`src/rtl/mem_stage_ctrl.sv`:
```
// rtl/mem_stage_ctrl.sv - memory-access pipeline stage with handshaked data port and access timeout
module mem_stage_ctrl #(
    parameter int TIMEOUT = 255
) (
    input  logic        clk,
    input  logic        rst,
    input  logic        ex_valid,
    input  logic [15:0] ex_alu_result,
    input  logic [15:0] ex_write_data,
    input  logic [3:0]  ex_rd,
    input  logic        ex_mem_read,
    input  logic        ex_mem_write,
    input  logic        ex_reg_write,
    input  logic        ex_mem_to_reg,
    output logic [15:0] mem_alu_result,
    output logic [15:0] mem_read_data,
    output logic [3:0]  mem_rd,
    output logic        mem_reg_write,
    output logic        mem_mem_to_reg,
    output logic        mem_stall,
    output logic        dmem_req,
    output logic        dmem_we,
    output logic [15:0] dmem_addr,
    output logic [15:0] dmem_wdata,
    input  logic        dmem_ready,
    input  logic [15:0] dmem_rdata,
    output logic        mem_fault
);

    typedef enum logic {IDLE, ACCESS} state_t;

    localparam logic [7:0] LAST_CNT = 8'(TIMEOUT == 0 ? 0 : TIMEOUT - 1);

    state_t      state, state_nxt;
    logic [15:0] addr_q, wdata_q;
    logic [3:0]  rd_q;
    logic        reg_write_q, mem_to_reg_q, we_q;
    logic [7:0]  cnt_q;
    logic        fault_q;

    logic mem_op, timed_out, done;

    assign mem_op    = ex_valid & (ex_mem_read | ex_mem_write);
    assign timed_out = (TIMEOUT != 0) && !dmem_ready && (cnt_q == LAST_CNT);
    assign done      = dmem_ready | timed_out;

    always_ff @(posedge clk) begin
        if (rst) begin
            state <= IDLE;
        end else begin
            state <= state_nxt;
        end
    end

    always_comb begin
        state_nxt = state;
        case (state)
            IDLE:    if (mem_op) state_nxt = ACCESS;
            ACCESS:  if (done)   state_nxt = IDLE;
            default: state_nxt = IDLE;
        endcase
    end

    // Store wins over load when both flags are set, so we is simply ex_mem_write.
    always_ff @(posedge clk) begin
        if (rst) begin
            addr_q       <= '0;
            wdata_q      <= '0;
            rd_q         <= '0;
            reg_write_q  <= 1'b0;
            mem_to_reg_q <= 1'b0;
            we_q         <= 1'b0;
            cnt_q        <= '0;
            fault_q      <= 1'b0;
        end else begin
            if (state == IDLE && mem_op) begin
                addr_q       <= ex_alu_result;
                wdata_q      <= ex_write_data;
                rd_q         <= ex_rd;
                reg_write_q  <= ex_reg_write;
                mem_to_reg_q <= ex_mem_to_reg;
                we_q         <= ex_mem_write;
                cnt_q        <= '0;
            end else if (state == ACCESS && !done) begin
                cnt_q <= cnt_q + 8'd1;
            end
            if (state == ACCESS && timed_out) begin
                fault_q <= 1'b1;
            end
        end
    end

    always_comb begin
        mem_alu_result = '0;
        mem_read_data  = '0;
        mem_rd         = '0;
        mem_reg_write  = 1'b0;
        mem_mem_to_reg = 1'b0;
        mem_stall      = 1'b0;
        dmem_req       = 1'b0;
        dmem_we        = 1'b0;
        dmem_addr      = '0;
        dmem_wdata     = '0;
        mem_fault      = 1'b0;
        if (!rst) begin
            mem_fault  = fault_q;
            dmem_addr  = addr_q;
            dmem_wdata = wdata_q;
            case (state)
                IDLE: begin
                    if (mem_op) begin
                        mem_stall = 1'b1;
                    end else if (ex_valid) begin
                        mem_alu_result = ex_alu_result;
                        mem_rd         = ex_rd;
                        mem_reg_write  = ex_reg_write;
                        mem_mem_to_reg = ex_mem_to_reg;
                    end
                end
                ACCESS: begin
                    dmem_req = 1'b1;
                    dmem_we  = we_q;
                    if (done) begin
                        mem_alu_result = addr_q;
                        mem_rd         = rd_q;
                        mem_reg_write  = reg_write_q;
                        mem_mem_to_reg = mem_to_reg_q;
                        mem_read_data  = (dmem_ready && !we_q) ? dmem_rdata : 16'h0000;
                    end else begin
                        mem_stall = 1'b1;
                    end
                end
                default: ;
            endcase
        end
    end

endmodule
```
`config.mk`:
```
export PLATFORM = sky130hd
export DESIGN_NAME = mem_stage_ctrl
export DESIGN_NICKNAME = d
export VERILOG_FILES = /design/src/rtl/mem_stage_ctrl.sv
export SDC_FILE = /design/constraint.sdc
export NUM_CORES = 1
export LEC_CHECK = 0
export CORE_ASPECT_RATIO = 0.6
export CORE_MARGIN = 2
export CORE_UTILIZATION = 30
export DETAILED_ROUTE_END_ITERATION = 10
export PLACE_DENSITY = 0.7
export SYNTH_ARGS = -nofsm -noshare
export SYNTH_HDL_FRONTEND = slang
export SYNTH_SLANG_ARGS = --single-unit
```
`constraint.sdc`:
```
create_clock -name clk -period 2.2 [get_ports clk]
set_input_delay 0.22 -clock clk [delete_from_list [all_inputs] [get_ports clk]]
set_output_delay 0.22 -clock clk [all_outputs]
set_load 0.1 [all_outputs]
```
==> key figures <==
Global routing
  – Busiest metal layer after global routing: met2
  – Global-route met2 utilization: 0.290
  – Global routing met3 resource utilization: 0.0831
  – First-pass GRT wire length: between 10000 and 15000 microns
  – GR Overflow Total: 0
  – Met1 track demand over resource: 0.246
  – Initial antenna violation count: 0
  – GR Util All Layers: 0.187
  – Largest net degree at the start of global routing: 55
  – Via count of the first global-routing pass: between 2000 and 3000

Route
  – Number of optimization iterations in the first detailed-route pass: 4
  – Detailed Route Iter0 Violations: 88
  – Avg WL per Cell: 14.5 microns
  – Via count of the routed design: 2596
  – # DRC: 0
  – Antenna Violating Nets Remaining: 0
  – Final wirelength: 8080 microns
  – Vias per std cell: about 4.7

Critical path
  – Reg2reg start: cnt_q[0]
  – Slack of the worst reg-to-reg path: slightly below 0.6 ns
  – Cell type of the slowest stage on the worst timing path: dfxtp_2
  – CP max stage delay: ~0.33 ns
  – CP startpoint: cnt_q[0]
  – Most frequent CP cell: buf_12
  – Critical path, cell by cell: inv_1 -> ha_2 -> and3_4 -> a21oi_4 -> nor2_4 -> buf_12 -> a22o_1 -> buf_12
  – Cell family with the largest share of critical-path delay: compound AO/OA/AOI/OAI gates
  – Startpoint Class: flop
  – Critical path data required time: approximately 2 ns
  – R2r worst-path depth: 6
  – Largest driver fanout on the critical path: 11
  – Kind of critical path: reg -> out
  – Kind of end point of the critical path: primary output
  – Signal arrival time at the worst endpoint: 1.92 ns
  – Worst flop-to-flop path endpoint: cnt_q[7]
  – Number of buffers and inverters on the critical path: 3

Synth
  – Synth Net Count: between 300 and 400
  – Fraction of the yosys area taken by sequential cells: 0.404
  – Mapped Area: between 2000 and 2500 sq um
  – Post-Syn Area per Cell: just under 8 sq um
  – Yosys warning total: 0
  – Number of synthesized register bits: between 40 and 50
  – Yosys cell types: 34
  – Share of synthesized flip-flops with an asynchronous set or reset: 0
  – Ys flop type: dfxtp_1
  – EDFF count, synth: 0
  – Number of instances in the synthesized netlist: 312

Finish
  – Finished Cell Area: ~4800 sq um
  – Area added between synthesis and finish: 99.0%
  – Final cell utilization of the core: 0.615
  – Number of antenna diodes: 0
  – Ratio of cells with drive above 1 in the final layout: 0.276
  – Number of nets in the final layout: between 500 and 600

Clock tree
  – CTS tree: done
  – Cts bufs inserted: 5
  – Maximum clock path buffer count: 2
  – Cell chosen for the clock root: clkbuf_16
  – # clock sinks: 49
  – Clock-pin slew on the worst setup and hold paths: 0.07 ns
  – Clock Latency Late Sink: between 0.2 and 0.3 ns
  – H-Tree Level Count: 2
  – CTS hold repair buffers: 0

Hold path
  – Depth of the worst hold-timing path: 3
  – Worst Hold Endpoint: addr_q[5]
  – Path type of the worst min-delay path: in -> reg
  – Startpoint of the lowest-slack hold path: rst

Die
  – Ports: around 130
  – Die boundary width: 120 microns
  – Site row count: 25
  – Vert. Die Dim: 73.7 microns
  – Area of the die: slightly below 9000 sq um
  – Starting density of the core: 0.309
  – Floorplan Core Area: between 7000 and 8000 sq um

Place
  – IO Port Bufs: roughly 130
  – Post-placement setup slack: -0.158 ns
  – Estimated wirelength of the detail-placed design: around 5900 microns
  – Placement Cell Area: around 4500 sq um
  – Final Wtd Congestion: 0.843

Power and ir drop
  – Total design power: about 2.6 mW
  – Leakage: between 1.5 and 2 nW
  – Pwr Density: 533 nW/um^2
  – Worst supply voltage drop on vdd: around 0.27 mV

Timing
  – Setup_tns: 0 ns
  – Final setup fails: 0
  – Least-Margin Pin Slew: 0.560 ns
  – Achievable Freq: between 400 and 500 MHz
  – Max-slew headroom at the worst pin: 0.626
  – Post-route setup slack: 0.0594 ns
  – Max-slew violation total from the final report: 0
  – Max Clock Skew: slightly below 0.006 ns
  – Post-route minimum period: about 2.1 ns
  – Final worst-path cycle share: 0.973
  – Setup repair after global routing missed its margin: no
  – Final hold violations: 0

Job
  – Max-cap viol count: 0

Run status
  – Outcome: complete, no violations
cells in the final DEF, fill, tap and decap left out, drive strengths merged, types with 2 or more instances in the layout:
master	synthesis	final
a22o	22	22
ha	2	2
nand3	3	3
nand2	81	81
or2	2	2
inv	3	3
nor2	6	7
buf	11	93
clkdlybuf4s50	0	58
a21oi	44	44
o21ai	3	3
clkbuf	11	6
xnor2	2	2
and2	18	18
a211oi	2	2
nand4	2	2
nor2b	34	34
dfxtp	49	49
nand2b	2	2
and3	2	2
or3	2	2
stage by stage:
step                      instances  hold slack (ns)
final                           558            0.380
after global routing            558            0.394
after CTS                       556            0.367
after detailed placement        546            0.442
after global placement          546            0.437
after floorplan                 312            0.356
synth_stat cells (2+ instances only):
| master | number | area share |
|---|---|---|
| a211oi_1 | 2 | 0.0062 |
| nand2b_1 | 2 | 0.0052 |
| clkbuf_1 | 11 | 0.017 |
| xnor2_1 | 2 | 0.0072 |
| ha_1 | 2 | 0.010 |
| and2_1 | 18 | 0.046 |
| dfxtp_1 | 49 | 0.40 |
| o21ai_0 | 2 | 0.0041 |
| buf_4 | 7 | 0.022 |
| inv_1 | 3 | 0.0046 |
| nor2b_1 | 34 | 0.088 |
| nand3_1 | 2 | 0.0041 |
| or2_2 | 2 | 0.0052 |
| nor2_1 | 6 | 0.0093 |
| nand2_1 | 81 | 0.13 |
| and3_1 | 2 | 0.0052 |
| nand4_1 | 2 | 0.0052 |
| or3_1 | 2 | 0.0052 |
| buf_2 | 4 | 0.0083 |
| a21oi_1 | 44 | 0.091 |
| a22o_1 | 22 | 0.079 |
cell type report:
type	count	area (sq um)
Fill cell	657	3020
Timing Repair Buffer	151	2070
Multi-Input combinational cell	239	1460
Sequential cell	49	982
Clock buffer	6	139
Tap cell	108	135
Clock inverter	2	37.5
Inverter	3	11.3
per-layer routing:
layer	wire, microns	vias to the layer above
met5	0	-
met4	26	0
met3	718	2
met2	3590	77
met1	3740	1196
li1	-	1321
tightest hold or removal path, stage by stage:
cell and delay, ns:
buf_2 0.09, buf_4 0.24, a21oi_1 0.06
power by group:
part           internal, mW  switching (mW)  leakage [nW]
sequential            0.932          0.0282         0.401
combinational         0.285           0.438          1.45
clock                 0.567           0.323        0.0831
logic make-up after synthesis:
kind of cell | after synthesis | share of synthesized area
AOI/OAI and AO/OA | 76 | 0.202
xor gates and xnor gates | 3 | 0.0108
adders and majority gates | 2 | 0.0103
buffers and inverters | 25 | 0.0516
DFF | 49 | 0.404
and+or+nand+nor | 157 | 0.321
flip-flops by register name, summed over array words and instances, names as in the netlist:
register / flops
fault_q: 1
mem_to_reg_q: 1
we_q: 1
reg_write_q: 1
cnt_q: 8
addr_q: 16
wdata_q: 16
state: 1
rd_q: 4
how the worst max path moves through the flow:
stage	end	depth (start not counted)
6_report	mem_reg_write	8
5_1_grt	mem_alu_result[8]	8
4_1_cts	mem_alu_result[0]	8
3_5_place_dp	mem_alu_result[10]	7
3_3_place_gp	mem_rd[0]	7
2_1_floorplan	dmem_we	3
timing repair:
item	4_1_cts	5_1_grt
gates resized for setup	7	12
endpoints found under the setup margin	22	22
setup buffers	1	3
gates cloned	1	0
pin swaps	2	10
(Power assumes the default switching activity.)
